File: src/rtl/fetch_stage.sv
// Instruction-fetch front end: owns the PC, issues 1-cycle-latency instruction memory reads
// and buffers {pc, instr} responses in a 2-entry FIFO handed to decode over valid/ready.
module fetch_stage #(
  parameter int unsigned     XLEN     = 16,
  parameter logic [XLEN-1:0] RESET_PC = '0,
  parameter int unsigned     PC_STEP  = 2
) (
  input  logic            clk,
  input  logic            rst,
  input  logic            PC_we,
  output logic            imem_req,
  output logic [XLEN-1:0] imem_addr,
  input  logic [XLEN-1:0] imem_rdata,
  input  logic            redirect_valid,
  input  logic [XLEN-1:0] redirect_target,
  output logic            if_valid,
  output logic [XLEN-1:0] if_instr,
  output logic [XLEN-1:0] if_pc,
  input  logic            id_ready
);

  localparam logic [XLEN-1:0] PcInc = XLEN'(PC_STEP);

  // Program counter and outstanding-request tracking
  logic [XLEN-1:0] pc_q, pc_d;
  logic            inflight_q, inflight_d;
  logic [XLEN-1:0] inflight_addr_q, inflight_addr_d;

  // 2-entry FIFO storage and bookkeeping
  logic [XLEN-1:0] fifo_pc_q    [2];
  logic [XLEN-1:0] fifo_instr_q [2];
  logic            head_q, head_d;
  logic            tail_q, tail_d;
  logic [1:0]      count_q, count_d;

  // Last presented head, so outputs hold while the FIFO is empty
  logic [XLEN-1:0] last_pc_q, last_instr_q;

  logic       pop;
  logic       push;
  logic       issue;
  logic [2:0] credit;

  assign if_valid = (count_q != 2'd0);
  assign pop      = if_valid && id_ready;

  // Slots already committed after this cycle's pop; an issue needs one free slot
  assign credit = 3'(count_q) + 3'(inflight_q) - 3'(pop);
  assign issue  = !rst && PC_we && !redirect_valid && (credit < 3'd2);

  assign imem_req  = issue;
  assign imem_addr = pc_q;

  // A response in the redirect cycle belongs to the squashed path
  assign push = inflight_q && !redirect_valid;

  assign if_pc    = if_valid ? fifo_pc_q[head_q]    : last_pc_q;
  assign if_instr = if_valid ? fifo_instr_q[head_q] : last_instr_q;

  always_comb begin
    pc_d            = pc_q;
    inflight_d      = issue;
    inflight_addr_d = inflight_addr_q;
    head_d          = head_q;
    tail_d          = tail_q;
    count_d         = count_q;

    if (redirect_valid) begin
      pc_d       = {redirect_target[XLEN-1:1], 1'b0};
      inflight_d = 1'b0;
      head_d     = 1'b0;
      tail_d     = 1'b0;
      count_d    = 2'd0;
    end else begin
      if (issue) begin
        pc_d            = pc_q + PcInc;
        inflight_addr_d = pc_q;
      end
      if (push) begin
        tail_d = ~tail_q;
      end
      if (pop) begin
        head_d = ~head_q;
      end
      count_d = count_q + 2'(push) - 2'(pop);
    end
  end

  always_ff @(posedge clk) begin
    if (rst) begin
      pc_q            <= RESET_PC;
      inflight_q      <= 1'b0;
      inflight_addr_q <= '0;
      head_q          <= 1'b0;
      tail_q          <= 1'b0;
      count_q         <= 2'd0;
    end else begin
      pc_q            <= pc_d;
      inflight_q      <= inflight_d;
      inflight_addr_q <= inflight_addr_d;
      head_q          <= head_d;
      tail_q          <= tail_d;
      count_q         <= count_d;
    end
  end

  always_ff @(posedge clk) begin
    if (rst) begin
      for (int i = 0; i < 2; i++) begin
        fifo_pc_q[i]    <= '0;
        fifo_instr_q[i] <= '0;
      end
    end else if (push) begin
      fifo_pc_q[tail_q]    <= inflight_addr_q;
      fifo_instr_q[tail_q] <= imem_rdata;
    end
  end

  always_ff @(posedge clk) begin
    if (rst) begin
      last_pc_q    <= '0;
      last_instr_q <= '0;
    end else if (if_valid) begin
      last_pc_q    <= fifo_pc_q[head_q];
      last_instr_q <= fifo_instr_q[head_q];
    end
  end

endmodule

File: config.mk
export PLATFORM = sky130hd
export DESIGN_NAME = fetch_stage
export DESIGN_NICKNAME = d
export VERILOG_FILES = /design/src/rtl/fetch_stage.sv
export SDC_FILE = /design/constraint.sdc
export NUM_CORES = 1
export LEC_CHECK = 0
export ABC_AREA = 1
export BUFFER_PORTS_ARGS = -buffer_cell sky130_fd_sc_hd__clkbuf_2
export CELL_PAD_IN_SITES_DETAIL_PLACEMENT = 1
export CELL_PAD_IN_SITES_GLOBAL_PLACEMENT = 1
export CORE_MARGIN = 2
export CORE_UTILIZATION = 33
export CTS_CLUSTER_DIAMETER = 80
export DETAILED_ROUTE_END_ITERATION = 16
export MAX_ROUTING_LAYER = met4
export PLACE_DENSITY_LB_ADDON = 0.1
export REMOVE_ABC_BUFFERS = 1
export SLEW_MARGIN = 40
export SYNTH_ARGS = -nofsm -noshare
export SYNTH_HDL_FRONTEND = slang
export SYNTH_SLANG_ARGS = --single-unit
File: constraint.sdc
create_clock -name clk -period 2.45 [get_ports clk]
set_input_delay 0 -clock clk [delete_from_list [all_inputs] [get_ports clk]]
set_output_delay 0 -clock clk [all_outputs]
set_load 0.01 [all_outputs]
==> results of run 1 <==
repair_timing:
item | 4_1_cts | 5_1_grt
pin swaps | 1 | 2
hold buffers | 33 | 0
hold endpoints to repair | 49 | 0
setup buffers | 1 | 3
resized for setup | 1 | 9
endpoints found under the setup margin | 1 | 23
worst paths after layout:
check                                      to  slack (ns)  cells past startpoint
worst max register to register   imem_addr[5]        0.20                     15
worst min register to register         head_q        0.46                      1
worst max-delay path                 imem_req        0.19                     10
worst min-delay path            imem_addr[15]        0.03                      5
worst register-to-register path, stage by stage, from the launching register on:
cell	delay, ns
dfxtp_4	0.38
nor2_4	0.05
nor2_1	0.12
nand2_1	0.08
o21ai_0	0.08
nand2_1	0.09
fa_2	0.55
nand2_1	0.06
a21oi_2	0.17
nand2_4	0.12
nand2_2	0.13
inv_4	0.08
nand2_1	0.06
nand3_1	0.07
nand2_1	0.06
inv_1	0.04
area by class of cell:
class	instances	area (sq um)
fill	1943	9408
sequential	130	3228
multi-input combinational	410	1949
timing repair buffer	136	900.9
clock buffer	24	491.7
tap	220	275.3
inverter	62	239.0
clock inverter	7	32.53
cell usage in the layout (no fill, tap or decap), types with 2 or more instances in the layout:
cell type / instances
nor2_1: 114
nand2_1: 105
a21oi_1: 85
clkbuf_2: 84
dfxtp_1: 66
edfxtp_1: 62
inv_1: 57
dlygate4sd3_1: 33
and2_1: 31
nand3_1: 24
clkbuf_16: 17
buf_4: 17
o21ai_0: 14
nor2_4: 4
nand3b_1: 4
clkinv_1: 4
clkbuf_8: 4
clkinv_2: 3
xor2_1: 3
a211oi_1: 3
clkbuf_1: 3
inv_4: 2
nand3_2: 2
inv_2: 2
nand2_2: 2
a21oi_2: 2
a21boi_0: 2
nand4_1: 2
xnor2_1: 2
ha_1: 2
buf_6: 2
registers in the layout, indices dropped and copies added (netlist names), named ones only:
name	cells
head_q	1
last_instr_q	16
inflight_q	1
fifo_instr_q	32
count_q	2
inflight_addr_q	15
fifo_pc_q	30
imem_addr	15
last_pc_q	16
tail_q	1
kinds of logic after synthesis:
family	synth area share
AOI/OAI and AO/OA	0.1026
xor gates and xnor gates	0.007893
adders and majority gates	0.008117
buffers and inverters	0.07012
DFF	0.5808
other	0.0006758
and+or+nand+nor	0.2298
per-stage QoR:
| step | setup TNS [ns] | utilization | hold WS (ns) |
|---|---|---|---|
| floorplan | -8.020 | - | 0.06244 |
| global placement | 0 | 0.3756 | 0.2713 |
| detailed placement | 0 | 0.3756 | 0.2804 |
| CTS | 0 | 0.4279 | 0.03304 |
| global route | 0 | 0.4307 | 0.04949 |
| finish | 0 | 0.4307 | 0.03410 |
routing by layer:
layer | part of all wire | GRT usage
met3 | 0.038 | 0.05023
met5 | 0 | -
met2 | 0.48 | 0.3104
met4 | 0.010 | 0.04846
met1 | 0.47 | 0.2166
power by group through the flow:
stage	logic (uW)	clock network, uW	registers (uW)
floorplan	206	0	2450
detailed placement	381	0	2450
global route	478	2420	2420
CTS	426	2320	2410
finish	425	2260	2410
global placement	369	0	2450
synthesized netlist by cell type:
cell        n
buf_6       3
clkbuf_1   18
inv_1      57
or2_2       1
a21boi_0    2
buf_1       1
nand3b_1    4
inv_2       4
edfxtp_1   62
xor2_1      3
nand3_2     1
nand2_2     2
dfxtp_1    68
conb_1      1
nand2_1   105
nand4_1     2
nor3_1      1
nor2_4      3
nor2_2      2
a211oi_1    3
a21oi_2     2
nand2_4     1
xnor2_1     2
a21oi_1    85
o21ai_0    14
nor2_1    114
a22oi_1     1
and2_1     31
clkinv_2    1
a31oi_1     1
fa_1        1
buf_4       2
buf_2       7
o21ai_1     1
nand3_1    25
ha_1        2
==> impl_metrics.yaml, run 1 <==
sta:
  setup-violations-final: 0
  hold_viol: 0
  rsz0062_at_grt: "false"
  min_period_ns: 2.257
  tightest_slew_ns: 0.5457
  slew_viol_final: 0
  skew_ns: 0.006258
  slew_headroom: 0.6362
  worst_slack_ns: 0.1928
  clock.fmax_mhz: 443.0
  fin_crit_sh: 0.9213
clock_network:
  cts_buffers: 17
  clock_sinks: 130
  clock_latency_ns: 0.41
  cts_tree: "done"
  clock_path_buffers: 2
  cts_max_level: 4
  cts-root-buf: "clkbuf_16"
  clk_pin_slew_ns: 0.05
min_path:
  hold_class: "in2reg"
  hp-start: "redirect_valid"
power:
  powerDensity_mw_per_mm2: 715.7
  peakVddDrop_mv: 0.5123
  seq_power_share: 0.472
  p_int_uw: 3908
  swShare: 0.2326
  pwr-share-clk: 0.444
  power_frac_comb: 0.083
  p_sw_uw: 1185
  p_total_uw: 5093
  leakage_uw: 0.003161
layout:
  finalNetCount: 797
  syn2layout_area_growth_pct: 28.25
  fin_cells: 989
  drive_above_1_share: 0.1925
  fin_area_sq_mm: 0.007117
  antenna_cells: 0
routing:
  drt_first_iter_violations: 158
  wirelength_mm: 15.14
  antenna_left: 0
  vias_per_cell: 4.666
  post_drt_wl_per_cell_microns: 15.31
  vias: 4615
  first_pass_iters: 4
  drc: 0
place:
  place_inst: 921
  io_buffer_count: 84
  place.gp.congestion: 0.7551
  place_area_sq_mm: 0.006207
  dp_worst_setup_slack_ns: 0.06028
  hpwlAfterDp_mm: 9.585
job:
  max_cap_violations: 0
global_route:
  grt_pass1_wl_mm: 24.74
  grt_pass1_vias: 4835
  overflow: 0
  antenna_found_initial: 0
  grt_util_all_layers: 0.1837
  grt_max_degree: 52
synthesis:
  synth_top_area_frac: 0.3355
  synth-warning-count: 0
  yosysTopAreaCell: "edfxtp_1"
  syn_avg_cell_area_sq_um: 8.766
  synth.cell_area_sq_mm: 0.005549
  synth_cell_types: 36
  synth_area_leaders: "edfxtp_1, dfxtp_1, nor2_1"
  synth_seq_cells: 130
  syn_inst: 633
  seq_area_frac_synth: 0.5808
setup_path:
  reg2reg_from: "count_q[1]"
  cpLargestDelayFamily: "simple AND/OR/NAND/NOR gates"
  cp-startpoint: "count_q[1]"
  end_kind: "output pin"
  cp.required_ns: 2.45
  cp_cell_sequence: "nor2_4, nor2_1, nand2_1, o21ai_0, nand2_1, fa_2, nand3_2, nor2_4, buf_4, clkbuf_2"
  max_stage_delay_ns: 0.55
  critical_path_class: "reg2out"
  cp.arrival_ns: 2.26
  crit_buf_inv: 2
  worstPathMaxFanout: 4
  crit_slowest_cell: "fa_2"
  startpoint_type: "flip-flop"
floorplan:
  rows: 47
  initial_core_util: 0.3358
  die_area_sq_mm: 0.01787
  io_pins: 87
  core_area_sq_mm: 0.01652
  die_h_microns: 133.7
  fp.dieW_microns: 133.7
status:
  status: "finished, final reports clean"
No activity file was read; power rests on OpenSTA's default activity.
==> run 2: changes to the inputs <==
--- a/config.mk
+++ b/config.mk
@@ -5,7 +5,7 @@
 export SDC_FILE = /design/constraint.sdc
 export NUM_CORES = 1
 export LEC_CHECK = 0
-export ABC_AREA = 1
+export ABC_AREA = 0
 export BUFFER_PORTS_ARGS = -buffer_cell sky130_fd_sc_hd__clkbuf_2
 export CELL_PAD_IN_SITES_DETAIL_PLACEMENT = 1
 export CELL_PAD_IN_SITES_GLOBAL_PLACEMENT = 1
==> run 2 against run 1 <==
Effect of this change: non-clock buffer count rose by 4; via count decreased by 9.7%; critical endpoint is now imem_addr[10]; setup slack lost 0.059 ns; cell count is 11% lower; sequential share of layout area fell by 0.72 points; global-route usage fell by 2.0 points; utilization grew 0.80 points; critical path depth is 2 lower; sequential cell count stayed put.
==> impl_metrics.yaml, run 2 <==
status:
  status: "finished, final reports clean"
routing:
  post_drt_wl_per_cell_microns: 15.09
  antenna_left: 0
  drc: 0
  first_pass_iters: 4
  vias: 4168
  drt_first_iter_violations: 139
  vias_per_cell: 4.747
  wirelength_mm: 13.25
global_route:
  grt_util_all_layers: 0.1641
  overflow: 0
  grt_pass1_wl_mm: 22.22
  grt_max_degree: 66
  grt_pass1_vias: 4422
  antenna_found_initial: 0
job:
  max_cap_violations: 0
setup_path:
  critical_path_class: "reg2reg"
  cp_cell_sequence: "nand2_1, nor2_1, o21ai_1, fa_1, and4bb_4, nand2_8, or4_1, a31oi_1"
  crit_slowest_cell: "or4_1"
  startpoint_type: "flip-flop"
  cp.arrival_ns: 2.66
  reg2reg_from: "count_q[1]"
  worstPathMaxFanout: 16
  cp.required_ns: 2.79
  cpLargestDelayFamily: "simple AND/OR/NAND/NOR gates"
  max_stage_delay_ns: 0.53
  cp-startpoint: "count_q[1]"
  crit_buf_inv: 0
  end_kind: "flip-flop"
sta:
  rsz0062_at_grt: "false"
  slew_headroom: 0.6623
  setup-violations-final: 0
  fin_crit_sh: 0.9455
  clock.fmax_mhz: 431.7
  tightest_slew_ns: 0.5065
  hold_viol: 0
  min_period_ns: 2.316
  skew_ns: 0.006327
  worst_slack_ns: 0.1336
  slew_viol_final: 0
  hold_ws_ns: 0.02345
min_path:
  hold_class: "in2reg"
  hp-start: "redirect_target[14]"
clock_network:
  cts_max_level: 4
  cts_buffers: 17
  cts_tree: "done"
  clk_pin_slew_ns: 0.05
  clock_sinks: 130
  clock_path_buffers: 2
  cts-root-buf: "clkbuf_16"
  clock_latency_ns: 0.41
synthesis:
  synth_area_leaders: "edfxtp_1, dfxtp_1, and2_1"
  netlist_top_cells_count: "and2_1, nand2_1, dfxtp_1"
  synth.mux.area_fraction: 0.05626
  yosysTopAreaCell: "edfxtp_1"
  synth_top_area_frac: 0.3376
  synth_top_family_by_area: "simple AND/OR/NAND/NOR gates"
  synthArstFlopShare: 0
  synth_simple_gate_area_share: 0.2164
  synth-xor-area-share: 0.01248
  synth_seq_cells: 130
  synth_cell_types: 44
  synth_flop_cell: "dfxtp_1"
  synth_edf_count: 62
  synth.cell_area_sq_mm: 0.005515
  synth-adder-area-share: 0.008167
  seq_area_frac_synth: 0.5844
  syn_avg_cell_area_sq_um: 10.59
  synth-compound-area-share: 0.08893
  synth_most_common_cell: "and2_1"
  syn_inst: 521
  synth-warning-count: 0
layout:
  largestRegisters: "fifo_instr_q: 32 flops, fifo_pc_q: 30 flops"
  antenna_cells: 0
  post-route-util: 0.4387
  layout_common_cells: "and2_1, clkbuf_2, nand2_1"
  layout_commonest_cell: "and2_1"
  finalNetCount: 685
  drive_above_1_share: 0.2249
  largest_reg_flops: 32
  largest-register: "fifo_instr_q"
  syn2layout_area_growth_pct: 30.97
power:
  pwr-share-clk: 0.473
  leakage_uw: 0.002812
  p_sw_uw: 1122
  p_int_uw: 3988
  seq_power_share: 0.466
  power_frac_comb: 0.061
  p_total_uw: 5110
  peakVddDrop_mv: 0.4855
  swShare: 0.2195
  powerDensity_mw_per_mm2: 707.4
floorplan:
  io_pins: 87
  die_area_sq_mm: 0.01776
  fp.dieW_microns: 133.3
  core_area_sq_mm: 0.01647
  die_h_microns: 133.3
  rows: 47
  initial_core_util: 0.3350
place:
  place.gp.congestion: 0.8495
  io_buffer_count: 84
  hpwlAfterDp_mm: 8.841
  dp_worst_setup_slack_ns: -0.03171
==> run 2: cell count changes after synthesis, moves of 15 or more <==
cell     before  now
nand2_1     105   76
and2_1       31   96
mux2i_1       0   31
nand3_1      25   10
o21ai_0      14   39
a21oi_1      85   22
nor2_1      114    5
inv_1        57    6
==> run 2: logic make-up after synthesis <==
group | count (synthesis)
adder cells (fa/ha/maj) | 3
XOR/XNOR | 7
other | 1
AO/OA/AOI/OAI | 86
flip-flops | 130
multiplexers | 31
AND/OR/NAND/NOR | 222
buffers and inverters | 41
==> run 2: area by class of cell <==
cell class / instances / area (sq um)
Fill cell: 1829 / 9243
Tap cell: 220 / 275.3
Inverter: 6 / 26.28
Multi-Input combinational cell: 350 / 2163
Timing Repair Buffer: 140 / 970.9
Sequential cell: 130 / 3224
Clock buffer: 20 / 446.7
Clock inverter: 12 / 116.4
==> run 2: per-layer routing <==
metal	wire length [microns]	share of wire	track usage
met1	6227	0.47	0.2008
met2	6258	0.47	0.2643
met3	480	0.036	0.03196
met4	279	0.021	0.07329
met5	0	0	-
==> run 2: power groups by stage <==
stage / clock network [uW] / registers, uW / logic [uW]
2_1_floorplan: 0 / 2420 / 110
3_3_place_gp: 0 / 2430 / 259
3_5_place_dp: 0 / 2430 / 274
4_1_cts: 2480 / 2380 / 314
5_1_grt: 2570 / 2390 / 345
6_report: 2420 / 2380 / 311
==> run 2: worst paths after layout <==
check,to,slack (ns),cells after the start
worst min-delay path,imem_addr[14],0.02,4
worst min register to register,inflight_addr_q[11],0.46,2
worst max register to register,imem_addr[10],0.13,8
worst max-delay path,imem_addr[10],0.13,8
==> run 2: worst min-delay path: cells and delay by family <==
kind / cells / cell delay [ns]
buffers and inverters: 1 / 0.07
AOI/OAI and AO/OA: 2 / 0.21
and+or+nand+nor: 1 / 0.12
==> run 2: what timing repair did <==
action / in CTS / in global routing
hold buffers: 31 / 0
gates resized for setup: 2 / 3
buffers inserted: 0 / 1
pin swaps: 0 / 2
cloned: 0 / 0
setup endpoints to repair: 9 / 9
endpoints found under the hold margin: 47 / 0
==> run 2: stage by stage <==
| step | instances | area, sq um | TNS (ns) |
|---|---|---|---|
| 5_1_grt | 878 | 7223 | 0 |
| 6_report | 878 | 7223 | 0 |
| 4_1_cts | 877 | 7196 | 0 |
| 2_1_floorplan | 486 | 5358 | -54.83 |
| 3_5_place_dp | 814 | 6314 | -0.05722 |
| 3_3_place_gp | 812 | 6269 | 0 |
==> run 3: changes to the inputs <==
--- a/config.mk
+++ b/config.mk
@@ -10,7 +10,8 @@
 export CELL_PAD_IN_SITES_DETAIL_PLACEMENT = 1
 export CELL_PAD_IN_SITES_GLOBAL_PLACEMENT = 1
 export CORE_MARGIN = 2
-export CORE_UTILIZATION = 33
+export CORE_UTILIZATION = 46
+export CTS_BUF_LIST = sky130_fd_sc_hd__clkbuf_2
 export CTS_CLUSTER_DIAMETER = 80
 export DETAILED_ROUTE_END_ITERATION = 16
 export MAX_ROUTING_LAYER = met4
==> constraint.sdc (replaced) <==
create_clock -name clk -period 2.45 [get_ports clk]
set_input_delay 0.735 -clock clk [delete_from_list [all_inputs] [get_ports clk]]
set_output_delay 0.735 -clock clk [all_outputs]
set_load 0.01 [all_outputs]
==> run 3 against run 2 <==
Effect of this change: the flow now finishes with violations (negative setup slack); sequential cell count is the same; design area is 4.9% lower; first-iteration DRC count is 57% higher; via count grew 1.8%; total power is 26% lower; wire length up 9.5%; largest power group is now registers; combinational power rose by 4%; worst hold slack better by 0.25 ns.
==> impl_metrics.yaml, run 3 (same netlist as run 2, synthesis figures left out) <==
setup_path:
  crit_slowest_cell: "fa_1"
  cp.arrival_ns: 2.37
  reg2reg_from: "count_q[1]"
  end_kind: "output pin"
  startpoint_type: "flip-flop"
  cp.required_ns: 1.71
  cp_cell_sequence: "nand2_2, nor2_4, o21ai_2, fa_1, and4bb_4, nand2_4, inv_4, buf_6"
  crit_buf_inv: 2
  max_stage_delay_ns: 0.56
  reg2reg_depth: 9
  critical_path_class: "reg2out"
  worstPathMaxFanout: 2
  r2r-end: "imem_addr[7]"
  cpLargestDelayFamily: "adder cells"
  r2r_slack_ns: -0.01
clock_network:
  cts_max_level: 4
  cts_tree: "done"
  cts_buffers: 17
  clock_latency_ns: 0.72
  cts_hold_buf: 0
  clock_sinks: 130
  cts-root-buf: "clkbuf_2"
  clock_path_buffers: 2
  clk_pin_slew_ns: 0.17
sta:
  slew_viol_final: 0
  skew_ns: 0.03805
  fin_crit_sh: 1.266
  worst_slack_ns: -0.6514
  setup-violations-final: 35
  rsz0062_at_grt: "true"
  clock.fmax_mhz: 322.4
  hold_ws_ns: 0.2702
  hold_viol: 0
  min_period_ns: 3.101
global_route:
  grt_pass1_vias: 4512
  grt_max_degree: 32
  grt_pass1_wl_mm: 23.47
  grt_util_all_layers: 0.2461
  antenna_found_initial: 0
  overflow: 0
layout:
  antenna_cells: 0
  fill_cells: 1282
  multi_input_area_sq_mm: 0.002240
  layout_common_cells: "and2_1, clkbuf_2, nand2_1"
  register_area_sq_mm: 0.003229
  post-route-util: 0.5937
  finalNetCount: 671
  syn2layout_area_growth_pct: 24.50
  largest-register: "fifo_instr_q"
  fin_area_sq_mm: 0.006867
  drive_above_1_share: 0.2935
  largest_reg_flops: 32
  largestRegisters: "fifo_instr_q: 32 flops, fifo_pc_q: 30 flops"
  layout_commonest_cell: "and2_1"
power:
  leakage_uw: 0.002775
  peakVddDrop_mv: 0.2358
  powerDensity_mw_per_mm2: 554.1
  p_total_uw: 3805
floorplan:
  die_area_sq_mm: 0.01288
  io_pins: 87
  rows: 39
  die_h_microns: 113.5
  core_area_sq_mm: 0.01156
  initial_core_util: 0.4769
  fp.dieW_microns: 113.5
place:
  place_area_sq_mm: 0.006272
  place.gp.congestion: 0.8301
  io_buffer_count: 84
  hpwlAfterDp_mm: 8.495
  dp_worst_setup_slack_ns: -0.4704
min_path:
  hold_class: "in2reg"
  min_path_cells: 3
  hp-start: "redirect_target[7]"
  hold_path_end: "imem_addr[7]"
routing:
  drt_first_iter_violations: 218
  vias: 4241
  antenna_left: 0
  wirelength_mm: 14.50
  vias_per_cell: 5.389
  first_pass_iters: 5
  post_drt_wl_per_cell_microns: 18.42
  drc: 0
status:
  status: "complete, but fails checks"
  violations: "negative setup slack"
job:
  max_cap_violations: 0
## run 3: cell count changes in the layout (fill, tap and decap cells not counted), sizes merged
cell,delta
buf,+33
dlygate4sd3,-31
clkbuf,-16
clkinvlp,-4
clkinv,+3
bufbuf,+1
bufinv,-1
inv,+1
## run 3: timing repair
item	in CTS	in global routing
endpoints found under the hold margin	0	0
buffers inserted	5	0
cloned	7	1
endpoints found under the setup margin	35	38
resized for setup	58	43
pin swaps	1	5
## run 3: cell type report
cell class | count | area share
clock inverter | 11 | 0.01057
clock buffer | 21 | 0.01531
timing repair buffer | 126 | 0.1480
tap | 143 | 0.02606
inverter | 6 | 0.003644
multi-input combinational | 350 | 0.3262
sequential | 130 | 0.4703
## run 3: through the flow
step                instances  setup TNS [ns]
global placement          741          -5.247
CTS                       787          -13.92
finish                    787          -12.22
floorplan                 486          -94.51
global route              787          -16.87
detailed placement        743          -7.743
## run 3: how the worst max path moves through the flow
stage	startpoint	end	slack, ns	cells past startpoint
final	count_q[1]	imem_req	-0.65	8
after global routing	count_q[1]	imem_req	-0.78	8
after CTS	count_q[1]	imem_req	-0.65	8
after detailed placement	id_ready	imem_addr[7]	-0.47	10
after global placement	id_ready	imem_req	-0.39	9
after floorplan	count_q[1]	if_instr[0]	-0.98	2
## run 3: power by group
part           total (uW)  switching, uW  internal, uW  leakage [uW]
Combinational         323            181           143       0.00145
Sequential           2380           45.0          2340       0.00120
Clock                1100            745           355      0.000126
## run 3: layer usage
layer	global-route usage	part of all wire	vias to the layer above
li1	-	-	2046
met1	0.2922	0.43	2079
met2	0.4259	0.51	103
met3	0.04729	0.044	13
met4	0.07561	0.011	0
met5	-	0	-
## run 3: tightest hold or removal path, stage by stage
cell and delay, ns:
clkbuf_2 0.08, nand2_1 0.06, a31oi_1 0.06
